`config.mk`:
```
export PLATFORM = sky130hd
export DESIGN_NAME = line_capture_ctrl
export DESIGN_NICKNAME = d
export VERILOG_FILES = /design/src/rtl/video_pkg.sv /design/src/rtl/line_capture_ctrl_edge_detect.sv /design/src/rtl/line_capture_ctrl.sv
export SDC_FILE = /design/constraint.sdc
export NUM_CORES = 1
export LEC_CHECK = 0
export CORE_UTILIZATION = 40
export CTS_BUF_LIST = sky130_fd_sc_hd__clkbuf_4 sky130_fd_sc_hd__clkbuf_8
export CTS_CLUSTER_DIAMETER = 50
export DETAILED_ROUTE_END_ITERATION = 8
export GPL_TIMING_DRIVEN = 1
export PLACE_DENSITY = 0.71
export SLEW_MARGIN = 0
export SYNTH_ARGS = -nofsm -noshare
export SYNTH_HDL_FRONTEND = slang
export SYNTH_HIERARCHICAL = 1
export SYNTH_SLANG_ARGS = --single-unit
```
`constraint.sdc`:
```
create_clock -name clk -period 1.85 [get_ports clk]
set_clock_uncertainty 0.05 [all_clocks]
set_input_delay 0.37 -clock clk [delete_from_list [all_inputs] [get_ports clk]]
set_output_delay 0.37 -clock clk [all_outputs]
set_load 0.01 [all_outputs]
```
`src/rtl/video_pkg.sv`:
```
// Shared video-capture definitions.
//   PIXEL_W          : width of one RGB pixel in the line buffer
//   DEF_LINE_WIDTH   : default active pixels per line
//   DEF_FRAME_LINES  : default active lines per frame
//   cap_state_t      : line capture controller states
package video_pkg;

  localparam int PIXEL_W         = 24;
  localparam int DEF_LINE_WIDTH  = 640;
  localparam int DEF_FRAME_LINES = 480;

  typedef enum logic [1:0] {
    IDLE    = 2'd0,
    CAPTURE = 2'd1,
    HOLD    = 2'd2
  } cap_state_t;

endpackage

```
`src/rtl/line_capture_ctrl_edge_detect.sv`:
```
// Rise/fall detector for a 1-bit level.
//   clk, rst : clock, async active-high reset (history register clears to 0)
//   d        : sampled level
//   rise     : d is high this cycle and was low last cycle
//   fall     : d is low this cycle and was high last cycle
// Edges are combinational against a one-cycle delayed copy, so they line up
// with the cycle in which the new level is first seen.
module edge_detect (
  input  logic clk,
  input  logic rst,
  input  logic d,
  output logic rise,
  output logic fall
);

  logic d_q;

  always_ff @(posedge clk or posedge rst) begin
    if (rst) d_q <= 1'b0;
    else     d_q <= d;
  end

  assign rise = d & ~d_q;
  assign fall = ~d & d_q;

endmodule

```
`src/rtl/line_capture_ctrl.sv`:
```
// Sequencing controller for the RGB shift-register line buffer.
//   clk, rst    : pixel clock, async active-high reset
//   hsync       : high during the active part of a line
//   vsync       : rising edge starts a frame
//   pix_valid   : a pixel is present this cycle
//   line_ack    : consumer has taken the held line
//   shift_en    : buffer shifts in the current pixel (same cycle)
//   buf_clr     : one-cycle buffer clear request
//   line_ready  : a complete line is held in the buffer
//   pix_cnt     : pixels captured in the current line
//   line_num    : index of the line being captured / held
//   frame_done  : pulse when the last line of the frame is acked
//   short_line  : pulse when hsync ended before the line filled
//   line_drop   : pulse when a line started while one was still held
module line_capture_ctrl
  import video_pkg::*;
#(
  parameter int LINE_WIDTH  = DEF_LINE_WIDTH,
  parameter int FRAME_LINES = DEF_FRAME_LINES,
  parameter int PCNT_W      = $clog2(LINE_WIDTH),
  parameter int LCNT_W      = $clog2(FRAME_LINES)
) (
  input  logic              clk,
  input  logic              rst,
  input  logic              hsync,
  input  logic              vsync,
  input  logic              pix_valid,
  input  logic              line_ack,
  output logic              shift_en,
  output logic              buf_clr,
  output logic              line_ready,
  output logic [PCNT_W-1:0] pix_cnt,
  output logic [LCNT_W-1:0] line_num,
  output logic              frame_done,
  output logic              short_line,
  output logic              line_drop
);

  localparam logic [PCNT_W-1:0] PIX_LAST  = PCNT_W'(LINE_WIDTH - 1);
  localparam logic [LCNT_W-1:0] LINE_LAST = LCNT_W'(FRAME_LINES - 1);

  logic hs_rise, hs_fall, vs_rise, vs_fall_unused;

  edge_detect u_hs_edge (.clk(clk), .rst(rst), .d(hsync), .rise(hs_rise), .fall(hs_fall));
  edge_detect u_vs_edge (.clk(clk), .rst(rst), .d(vsync), .rise(vs_rise), .fall(vs_fall_unused));

  cap_state_t        state, state_n;
  logic [PCNT_W-1:0] pix_cnt_n;
  logic [LCNT_W-1:0] line_num_n;
  logic              line_ready_n, buf_clr_n, frame_done_n, short_line_n, line_drop_n;
  // Set while a line that began during HOLD is still on the wire; an ack in
  // that line must not start capturing its tail as if it were a new line.
  logic              drop_q, drop_n;

  assign shift_en = (state == CAPTURE) & hsync & pix_valid;

  always_ff @(posedge clk or posedge rst) begin
    if (rst) begin
      state      <= IDLE;
      pix_cnt    <= '0;
      line_num   <= '0;
      line_ready <= 1'b0;
      buf_clr    <= 1'b0;
      frame_done <= 1'b0;
      short_line <= 1'b0;
      line_drop  <= 1'b0;
      drop_q     <= 1'b0;
    end else begin
      state      <= state_n;
      pix_cnt    <= pix_cnt_n;
      line_num   <= line_num_n;
      line_ready <= line_ready_n;
      buf_clr    <= buf_clr_n;
      frame_done <= frame_done_n;
      short_line <= short_line_n;
      line_drop  <= line_drop_n;
      drop_q     <= drop_n;
    end
  end

  always_comb begin
    state_n      = state;
    pix_cnt_n    = pix_cnt;
    line_num_n   = line_num;
    line_ready_n = line_ready;
    drop_n       = drop_q;
    buf_clr_n    = 1'b0;
    frame_done_n = 1'b0;
    short_line_n = 1'b0;
    line_drop_n  = 1'b0;

    if (vs_rise) begin
      // Frame restart discards whatever is partial or held, silently.
      state_n      = IDLE;
      pix_cnt_n    = '0;
      line_num_n   = '0;
      line_ready_n = 1'b0;
      buf_clr_n    = 1'b1;
      drop_n       = 1'b0;
    end else begin
      case (state)
        IDLE: begin
          if (hs_rise) begin
            state_n   = CAPTURE;
            pix_cnt_n = '0;
          end
        end
        CAPTURE: begin
          if (shift_en) begin
            if (pix_cnt == PIX_LAST) begin
              state_n      = HOLD;
              line_ready_n = 1'b1;
            end else begin
              pix_cnt_n = pix_cnt + 1'b1;
            end
          end else if (hs_fall) begin
            state_n      = IDLE;
            short_line_n = 1'b1;
            buf_clr_n    = 1'b1;
            pix_cnt_n    = '0;
          end
        end
        HOLD: begin
          if (line_ack) begin
            line_ready_n = 1'b0;
            pix_cnt_n    = '0;
            drop_n       = 1'b0;
            if (line_num == LINE_LAST) begin
              line_num_n   = '0;
              frame_done_n = 1'b1;
            end else begin
              line_num_n = line_num + 1'b1;
            end
            state_n = (hsync && !drop_q) ? CAPTURE : IDLE;
          end else if (hs_rise) begin
            line_drop_n = 1'b1;
            drop_n      = 1'b1;
          end else if (hs_fall) begin
            drop_n = 1'b0;
          end
        end
        default: state_n = IDLE;
      endcase
    end
  end

endmodule

```
-- Word level (Yosys, flattened, before mapping)
Index checks and enable logic that the tools add are counted.
- flip-flop bits (word level): 29
- input bits: 6
- output and inout bits: 25
- word-level logic and storage cells: 87
- equal/unequal tests: 11
- add/sub/neg operators: 2
- bitwise gates (word level): 8
- mux-type cells: 42
- reduce and logical (&&, ||, !) cells: 13
- operator list (kind ; number):
    $mux W10 ; 6
    $mux W9 ; 4
    $pmux W10 S3 ; 1
    $mux W1 ; 23
    $mux W2 ; 6
    $add A10 B1 Y10 const B ; 1
    $eq A10 B10 Y1 const B ; 1
    $add A9 B1 Y9 const B ; 1
    $eq A9 B9 Y1 const B ; 1
    $ne A3 B2 Y1 const B ; 3
    $ne A4 B3 Y1 const B ; 2
    $reduce_and A4 Y1 ; 2
    $reduce_bool A4 Y1 ; 2
    $pmux W2 S3 ; 1
    $and A1 B1 Y1 ; 5
    $reduce_and A5 Y1 ; 1
    $ne A4 B2 Y1 const B ; 1
    $reduce_and A2 Y1 ; 2
    $reduce_bool A2 Y1 ; 2
    $ne A3 B1 Y1 const B ; 1
    $not A1 Y1 ; 3
    $reduce_bool A3 Y1 ; 1
    $eq A2 B1 Y1 const B ; 1
    $eq A2 B2 Y1 const B ; 1
    other kinds (4) ; 4

-- Logic depth before layout (Yosys ltp)
Gate-level depths: netlist of the first run.
- word-level depth: 7
- gate-level depth with buffers: 7
- depth with buffers taken out: 6

-- By module
The synthesis of the first run kept the hierarchy.
- by module, submodules not included (module ; instances ; cells an instance ; area an instance (µm²) ; sequential area each (µm²)):
    line_capture_ctrl ; 1 ; 144 ; 1473.9 ; 675.6
    edge_detect ; 2 ; 4 ; 43.8 ; 25.0

-- Least setup slack after synthesis of the first run
Ideal clock, no wire load.
- path type: reg2reg
- from: register pix_cnt[0]
- to: register pix_cnt[5]
- stages on the path, launching flop included: 8
- slack: 0.131 ns
- required time: 1.676 ns
- data arrival time: 1.545 ns
- buffers on the path: 1
- cell sequence: dfrtp_1 > ha_1 > and3_1 > buf_4 > nand3_4 > or2_4 > nand2_1 > a211o_1
- longest elaborated chain between the ends: 5
- ends and longest elaborated chain (element ; line ; RTL):
    start, declared ; line_capture_ctrl.sv:32 ; output logic [PCNT_W-1:0] pix_cnt,
    start signal, assigned ; line_capture_ctrl.sv:70 ; pix_cnt <= pix_cnt_n;
    $add A10 B1 Y10 ; line_capture_ctrl.sv:114 ; pix_cnt_n = pix_cnt + 1'b1;
    $mux W10 ; line_capture_ctrl.sv:110 ; if (pix_cnt == PIX_LAST) begin
    $mux W10 ; line_capture_ctrl.sv:109 ; if (shift_en) begin
    $pmux W10 S3 ; line_capture_ctrl.sv:101 ; case (state)
    $mux W10 ; line_capture_ctrl.sv:92 ; if (vs_rise) begin
Parallel ways exist; a longest one is shown, timed or not. The select of a mux whose other input is x is not followed.
A chain may end at the register's enable or synchronous reset.

-- Final worst setup path of the first run
- from: input port vsync
- to: register pix_cnt[4]
- longest elaborated chain between the ends: 3
- ends and longest elaborated chain (element ; line ; RTL):
    start, declared ; line_capture_ctrl.sv:26 ; input logic vsync,
    $and A1 B1 Y1 * ; line_capture_ctrl_edge_detect.sv:23 ; assign rise = d & ~d_q;
    named net vs_rise ; line_capture_ctrl.sv:42 ; logic hs_rise, hs_fall, vs_rise, vs_fall_unused;
    $ne A4 B3 Y1 (no source line), or another cell as far along ; -- ;
    $reduce_and A5 Y1 (no source line) ; -- ;
The timed path passes the listed nets; every way through them passes the cells marked *.

==> results.md, run 1 <==
* # DRC at 0
* Vias per cell at 5.23
* Pre-antenna DRT Iters at 4
* Synth Net Count at 159
* DRT iter0 DRCs at 83
* Initial core utilization at 0.421
* Cell count after synthesis at 151
* Final setup viols at 0
* Final hold vios at 0
* Gr usage total at 0.197
* Dpl ws at -0.331 ns
* R2R setup slack at 0.16 ns
* RSZ-0062 raised after global routing: false
* Reg-to-reg critical path endpoint: pix_cnt[4]
* R2R depth at 6
* Yosys warning total at 6
* CP Capture Type: flop
* Fin cells at 261
* CTS root buffer: clkbuf_8
* Overall die area at 4140 um^2
* Clock Latency Late Sink at 0.28 ns
* Largest net degree at the start of global routing at 28
* PD cells at 679 nW/um^2
* Row count at 22
* Syn-to-layout area delta at 42.1%
* Final layout net count at 220
* Status: completed
* Req. time, crit path at 2.00 ns
* Post-DP HPWL at 2540 um
* I/O pin count at 31
* Max-Slew Margin vs Limit at 0.764
* Peak Freq at 564 MHz
* Share of layout cells above drive strength 1 at 0.277
* Vias in the first global route at 1411
* Htree depth at 2
* Antenna violations before repair at 0
* Worst Path Max Fanout at 3
* Final Cycle Share at 0.959
* Number of max-cap violations at 0
* Final WS setup at 0.0761 ns
* Core area at 3690 um^2
* Clock tree buffer depth at 2
* Total Wirelength at 3500 um
* Routability congestion estimate at 0.882
* Die Wd at 64.3 um
* GRT Residual Overflow at 0
* WS Path Type: input pin to flop
* Via count at 1365
* Die extent in y at 64.3 um
* CTS tree: built
* Tmin final at 1.77 ns
* First-pass GRT wire length at 6210 um
* Antenna viol nets, final at 0
* Post-DR wirelength/cell at 13.4 um
* Avg Synthesized Cell Area at 10.3 um^2
* Critical Path Source Type: input pin
* Final Slew Violations at 0
* Reg clk slew, reported paths at 0.06 ns
* Core Util, Final at 0.598
* Hold buffer count at cts at 0
* Crit path arrival time at 1.93 ns
* Ant diodes at 0
* IO Port Bufs at 30
* P_leak at 1.03 nW
* Number of CTS-inserted buffers at 5
* Filler Cells Inserted at 323
* Mapped cell area at 1550 um^2
* Placed cell count at 251
* Clock sinks at 29
* Worst hold path class: input pin to async pin
* R2r startpoint: pix_cnt[1]
* Worst VDD drop at 0.416 mV
* Slew @ Worst Pin at 0.354 ns
==> worst max-delay path, stage by stage <==
cell,delay [ns]
clkdlybuf4s50_1,0.42
nor2b_1,0.13
buf_4,0.14
nor2_4,0.09
nand4b_1,0.14
o21a_2,0.19
buf_4,0.15
and2_4,0.14
a21oi_1,0.15
==> cells in the final DEF, fill, tap and decap left out, types with 4 or more instances in the layout <==
cell             instances
nor3_1                   4
xor2_1                   5
nand3_1                  5
dfrtp_1                 29
nor2_1                  13
nand2b_1                 4
o21ai_0                  4
nand4_1                  4
clkdlybuf4s50_1         28
buf_4                   31
a21oi_1                  8
clkbuf_8                 5
nand2_1                 12
inv_1                    6
==> routing by layer <==
| metal | track usage | wire length [um] |
|---|---|---|
| met1 | 0.231 | 1500 |
| met4 | 0.0694 | 60 |
| met5 | 0 | 0 |
| met2 | 0.337 | 1790 |
| met3 | 0.0625 | 156 |
==> registers in the layout, summed over array words and instances, names as in the netlist <==
name / count
buf_clr: 1
drop_q: 1
frame_done: 1
line_drop: 1
line_num: 9
line_ready: 1
pix_cnt: 10
short_line: 1
state: 2
u_hs_edge/d_q: 1
u_vs_edge/d_q: 1
==> stage by stage <==
step           total power, W  setup TNS (ns)  cell area (um^2)  hold slack [ns]
6_report              0.00150               0              2210            0.231
5_1_grt               0.00158               0              2210            0.242
4_1_cts               0.00152               0              2200            0.227
3_5_place_dp         0.000988           -3.94              2090            0.452
3_3_place_gp         0.000974           -3.29              2090            0.432
2_1_floorplan        0.000828               0              1550           0.0487
==> layout make-up <==
class | instances | area (um^2) | area share
sequential | 29 | 726 | 0.329
clock buffer | 6 | 76.3 | 0.0346
tap | 48 | 60.1 | 0.0272
inverter | 6 | 22.5 | 0.0102
multi-input combinational | 109 | 785 | 0.356
timing repair buffer | 61 | 527 | 0.239
clock inverter | 2 | 10.0 | 0.00454
==> power by group <==
group	internal, W	total (W)	switching (W)	leakage, nW
combinational	0.000163	0.000293	0.000130	0.590
sequential	0.000662	0.000695	0.0000330	0.396
clock	0.000274	0.000511	0.000237	0.0484
==> timing repair <==
item                                   in CTS  in global routing
setup endpoints to repair                   3                  1
pin swaps                                   0                  1
setup buffers                               2                  0
cloned                                      0                  0
gates resized for setup                     9                  1
endpoints found under the hold margin       0                  0
==> how the worst max path moves through the flow <==
stage	to	cells past startpoint	start
2_1_floorplan	pix_cnt[5]	7	pix_cnt[0]
3_3_place_gp	shift_en	4	pix_valid
3_5_place_dp	shift_en	4	pix_valid
4_1_cts	pix_cnt[9]	9	vsync
5_1_grt	pix_cnt[2]	9	vsync
6_report	pix_cnt[4]	9	vsync
(Power assumes the default switching activity.)
==> run 2, diff against run 1 <==
Clock period 1.85 ns to 1.7 ns, I/O delays scaled along.
==> run 2 against run 1 <==
Clock power rose by 11%. First-iteration DRC count decreased by 45%. Register-to-register slack got worse by 0.08 ns. Non-clock buffer count rose by 8. Cell count up 3.1%. Count of clock-buffer cells in the layout stayed put. Sequential cell count unchanged. Sequential share of layout area shrank 1.4 points. Sequential power rose by 7.9%. Critical endpoint is now line_num[1]. Largest power group unchanged. Highest routed layer unchanged.
==> results.md, run 2 (synthesized netlist as in run 1, its figures left out) <==
* CTS root buffer: clkbuf_8
* Post-DP HPWL at 2810 um (+11%)
* Via count at 1383 (+1.3%)
* Biggest regs: pix_cnt x10, line_num x9, state x2
* Dpl ws at -0.425 ns (-0.0942 ns)
* IO Port Bufs at 30 (unchanged)
* CP Capture Type: primary output
* Die Wd at 64.3 um (unchanged)
* Critical Path Source Type: flop
* Worst Path Max Fanout at 5 (+2)
* Finished Cell Area at 2320 um^2 (+5.2%)
* RSZ-0062 raised after global routing: false
* Cell Chain, Critical Path: clkdlybuf4s50_1
* Syn-to-layout area delta at 49.5%
* Final Slew Violations at 0 (unchanged)
* Die extent in y at 64.3 um (unchanged)
* Vias in the first global route at 1438 (+1.9%)
* Worst VDD drop at 0.545 mV (+31%)
* Peak Freq at 606 MHz
* Commonest cells after routing, fill and taps aside: buf_4 (38), dfrtp_1 (25), clkdlybuf4s50_1 (18), nor2_1 (13), nand2_1 (12)
* CP max stage cell: clkdlybuf4s50_1
* Reg area at 731 um^2 (+0.69%)
* Final hold vios at 0 (unchanged)
* Post-DR wirelength/cell at 13.8 um (+2.5%)
* Multi-input logic area at 813 um^2 (+3.7%)
* Row count at 22 (unchanged)
* Routability congestion estimate at 0.789 (-11%)
* Number of max-cap violations at 0 (unchanged)
* Ant diodes at 0 (unchanged)
* Pre-antenna DRT Iters at 6 (+2)
* Clock tree buffer depth at 2 (unchanged)
* CTS tree: built
* Sum of buffers and inverters on the critical path at 1 (-2)
* Antenna viol nets, final at 0 (unchanged)
* Largest net degree at the start of global routing at 28 (unchanged)
* PD cells at 713 nW/um^2 (+4.9%)
* Initial core utilization at 0.421 (unchanged)
* Max-Slew Margin vs Limit at 0.763 (-0.000921)
* WS Path Type: flop to primary output
* DRT iter0 DRCs at 46 (-45%)
* Largest stage delay, worst path at 0.56 ns (+0.14 ns)
* Clock Latency Late Sink at 0.28 ns (about the same)
* Placed cell areas at 2140 um^2 (+2.3%)
* Overall die area at 4140 um^2 (unchanged)
* Core Util, Final at 0.629 (+0.0312)
* Final setup viols at 0 (unchanged)
* # DRC at 0 (unchanged)
* Filler Cells Inserted at 331 (+2.5%)
* Clock sinks at 29 (unchanged)
* Final WS setup at 0.0487 ns (-0.0275 ns)
* Core area at 3690 um^2 (unchanged)
* Total Wirelength at 3700 um (+5.7%)
* Tmin final at 1.65 ns
* Crit path arrival time at 1.26 ns (-0.67 ns)
* Hold WS at 0.154 ns (-0.0766 ns)
* Max reg flops at 10 (unchanged)
* Vias per cell at 5.14 (-1.7%)
* Number of CTS-inserted buffers at 5 (unchanged)
* Req. time, crit path at 1.31 ns (-0.69 ns)
* CP top delay family: buffers and inverters
* Placed cell count at 257 (+2.4%)
* P_leak at 1.22 nW (+18%)
* Hold buffer count at cts at 0 (unchanged)
* Antenna violations before repair at 0 (unchanged)
* Slew @ Worst Pin at 0.356 ns (+0.00138 ns)
* First-pass GRT wire length at 6360 um (+2.4%)
* Reg clk slew, reported paths at 0.06 ns (about the same)
* Htree depth at 2 (unchanged)
* Status: completed
* Most common cell after layout, fill and taps aside: buf_4
* Gr usage total at 0.198 (+0.00106)
* Worst hold path class: input pin to flop
* Biggest register: pix_cnt
* Final layout net count at 228 (+3.6%)
* Fin cells at 269 (+3.1%)
* Share of layout cells above drive strength 1 at 0.344 (+0.0669)
* GRT Residual Overflow at 0 (unchanged)
* I/O pin count at 31 (unchanged)
* Final Cycle Share at 0.971
==> run 2: per-stage QoR <==
step           setup TNS, ns  total power [W]
2_1_floorplan              0         0.000905
3_3_place_gp           -5.72          0.00107
3_5_place_dp           -6.70          0.00108
4_1_cts            -0.000408          0.00166
5_1_grt                    0          0.00173
6_report                   0          0.00165
==> run 2: layer usage <==
metal / global-route usage / vias up / share of wire
met1: 0.224 / 671 / 0.42
li1: - / 672 / -
met5: 0 / - / 0
met3: 0.0482 / 7 / 0.043
met2: 0.362 / 33 / 0.52
met4: 0.0639 / 0 / 0.019
==> run 2: final cells by class <==
class,instances,share of cell area
well taps,48,0.0259
clock buffers,6,0.0329
repair buffers,69,0.262
inverters,6,0.00970
clock inverters,2,0.00431
flip-flops and latches,29,0.315
multi-input cells,109,0.350
==> run 2: where the power goes <==
| group | internal, W | total (W) | switching [W] |
|---|---|---|---|
| clock network | 0.000299 | 0.000568 | 0.000269 |
| registers | 0.000722 | 0.000750 | 0.0000279 |
| logic | 0.000188 | 0.000336 | 0.000148 |
| total | 0.00121 | 0.00165 | 0.000446 |
==> run 2: worst paths after layout <==
check,depth (start not counted),from,end,slack [ns]
worst max register to register,6,pix_cnt[0],pix_cnt[5],0.08
worst min register to register,1,line_num[5],frame_done,0.47
min in group asynchronous,2,rst,u_vs_edge/d_q,0.20
worst max-delay path,1,line_num[1],line_num[1],0.05
max in group asynchronous,3,rst,line_num[8],0.86
worst min-delay path,1,vsync,u_vs_edge/d_q,0.15
==> run 2: timing repair <==
action / 4_1_cts / 5_1_grt
pin swaps: 4 / 2
setup buffers: 2 / 4
resized for setup: 18 / 11
endpoints found under the setup margin: 13 / 20
==> run 3, diff against run 2 <==
==> constraint.sdc (replaced) <==
create_clock -name clk -period 1.7 [get_ports clk]
set_clock_uncertainty 0.05 [all_clocks]
set_input_delay 0.255 -clock clk [delete_from_list [all_inputs] [get_ports clk]]
set_output_delay 0.255 -clock clk [all_outputs]
set_load 0.01 [all_outputs]
==> run 3 against run 2 <==
Core utilization is 1.3 points lower. Die area stayed put. Cell count is 0.74% lower. Register-to-register slack better by 0.02 ns. Sequential power hardly changed. Count of clock-buffer cells in the layout is 1 higher. First-iteration DRC count is 50% higher. Clock power is 6.0% higher. Global-route usage is 0.85 points higher. Sequential cell count stayed put. Setup slack better by 0.0042 ns. Maximum frequency is 0.25% higher. Critical endpoint is now shift_en. Largest power group unchanged.
==> results.md, run 3 (synthesized netlist as in run 1, its figures left out) <==
* # DRC at 0 (unchanged)
* Final layout net count at 227 (-0.44%)
* I/O pin count at 31 (unchanged)
* Slew @ Worst Pin at 0.303 ns (-0.0532 ns)
* Via count at 1396 (+0.94%)
* # Post-CTS Setup Buffers at 0 (-2)
* Htree depth at 2 (unchanged)
* Clock power share at 0.358 (+0.014)
* Row count at 22 (unchanged)
* Vias per cell at 5.23 (+1.7%)
* Ant diodes at 0 (unchanged)
* Met3 Use GR at 0.0768 (+0.0286)
* Number of CTS-inserted buffers at 5 (unchanged)
* RSZ-0062 raised after global routing: false
* Tmin final at 1.65 ns (-0.00418 ns)
* Switching part of the total power at 0.260 (-0.00961)
* Syn-to-layout area delta at 46.3%
* Status: completed
* IO Port Bufs at 30 (unchanged)
* Initial core utilization at 0.421 (unchanged)
* Worst Path Max Fanout at 3 (-2)
* PD cells at 740 nW/um^2 (+3.8%)
* Biggest regs: pix_cnt x10, line_num x9, state x2
* Reg-to-reg critical path endpoint: pix_cnt[5]
* Hold WS at 0.0535 ns (-0.101 ns)
* Die extent in y at 64.3 um (unchanged)
* Reg clk slew, reported paths at 0.06 ns (about the same)
* GRT Residual Overflow at 0 (unchanged)
* Critical Path Source Type: input pin
* Most common cell after layout, fill and taps aside: buf_4
* Filler Cells Inserted at 327 (-1.2%)
* Number of max-cap violations at 0 (unchanged)
* Biggest register: pix_cnt
* Pre-antenna DRT Iters at 4 (-2)
* Hold endpoint: u_vs_edge/d_q
* Multi-input logic area at 786 um^2 (-3.4%)
* R2r startpoint: pix_cnt[0]
* P_leak at 1.08 nW (-11%)
* Vias in the first global route at 1398 (-2.8%)
* Req. time, crit path at 1.39 ns (+0.08 ns)
* Max-Slew Margin vs Limit at 0.797 (+0.0346)
* CTS root buffer: clkbuf_8
* WS Path Type: input pin to primary output
* Crit path arrival time at 1.34 ns (+0.08 ns)
* Max reg flops at 10 (unchanged)
* Antenna violations before repair at 0 (unchanged)
* Die Wd at 64.3 um (unchanged)
* Post-DR wirelength/cell at 13.5 um (-1.7%)
* R2R depth at 6 (unchanged)
* Comb power frac at 0.196 (-0.007)
* Share of layout cells above drive strength 1 at 0.301 (-0.0425)
* Hold buffer count at cts at 0 (unchanged)
* Post-DP HPWL at 2690 um (-4.2%)
* Overall die area at 4140 um^2 (unchanged)
* Clock Latency Late Sink at 0.29 ns (about the same)
* Routability congestion estimate at 0.858 (+8.8%)
* Core area at 3690 um^2 (unchanged)
* Int Pwr at 0.00124 W (+3.0%)
* Clock tree buffer depth at 2 (unchanged)
* CTS tree: built
* Net Sw Power at 0.000437 W (-2.0%)
* Final setup viols at 0 (unchanged)
* R2R setup slack at 0.10 ns (+0.02 ns)
* Gr usage total at 0.207 (+0.00849)
* Hold path cells at 1 (unchanged)
* Clock sinks at 29 (unchanged)
* Reg area at 728 um^2 (-0.34%)
* Reg power frac at 0.446 (-0.007)
* Hold path startpoint: vsync
* Busiest grt layer: met2
* DRT iter0 DRCs at 69 (+50%)
* GR Layer Usage met1 at 0.234 (+0.0105)
* Core Util, Final at 0.616 (-0.0132)
* CP Capture Type: primary output
* Final Slew Violations at 0 (unchanged)
* Final hold vios at 0 (unchanged)
* Final Cycle Share at 0.969 (-0.00246)
* Worst hold path class: input pin to flop
* Commonest cells after routing, fill and taps aside: buf_4 (38), dfrtp_1 (27), clkdlybuf4s50_1 (27), nand2_1 (13), nor2_1 (13)
* Worst VDD drop at 0.502 mV (-7.9%)
* Peak Freq at 607 MHz (+0.25%)
* Antenna viol nets, final at 0 (unchanged)
* Total Wirelength at 3610 um (-2.4%)
* First-pass GRT wire length at 6370 um (+0.11%)
* Met2 Resource Use GR at 0.341 (-0.0211)
* Largest net degree at the start of global routing at 15 (-46%)
## run 3: stage by stage
stage               TNS [ns]  setup slack [ns]  instances  area [um^2]  total power [W]
floorplan                  0            0.0225        151         1560         0.000905
global placement       -3.66            -0.270        260         2160          0.00108
detailed placement     -4.58            -0.319        260         2160          0.00109
CTS                        0            0.0264        267         2250          0.00170
global route               0           0.00512        267         2270          0.00177
finish                     0            0.0528        267         2270          0.00168
## run 3: critical path, cell delays in order
cell and delay, ns:
clkdlybuf4s50_1 0.48, nand2_1 0.12, nor3b_1 0.20, dlygate4sd2_1 0.29
## run 3: layout make-up
| cell class | count | area share |
|---|---|---|
| well taps | 48 | 0.0264 |
| repair buffers | 68 | 0.258 |
| flip-flops and latches | 29 | 0.320 |
| multi-input cells | 109 | 0.346 |
| clock buffers | 7 | 0.0396 |
| inverters | 6 | 0.00991 |
## run 3: power by group through the flow
stage / clock, W / sequential [W] / combinational (W)
CTS: 0.000622 / 0.000749 / 0.000326
floorplan: 0 / 0.000772 / 0.000133
detailed placement: 0 / 0.000761 / 0.000326
global placement: 0 / 0.000760 / 0.000318
global route: 0.000656 / 0.000755 / 0.000358
finish: 0.000602 / 0.000750 / 0.000329
## run 3: worst max-delay path by stage
stage,startpoint,end,slack (ns),depth (start not counted)
floorplan,pix_cnt[0],pix_cnt[5],0.02,7
global placement,hsync,shift_en,-0.27,4
detailed placement,hsync,shift_en,-0.32,4
CTS,vsync,pix_cnt[5],0.03,8
global route,pix_valid,shift_en,0.005,4
finish,pix_valid,shift_en,0.05,4
## run 3: metal layers
layer | vias up | share of wire
met3 | 5 | 0.050
met4 | 0 | 0.017
met5 | - | 0
li1 | 671 | -
met1 | 682 | 0.43
met2 | 38 | 0.51
## run 3: repair_timing
action	in CTS	in global routing
endpoints found under the setup margin	1	10
gates cloned	0	0
resized for setup	2	6
pin swaps	0	1
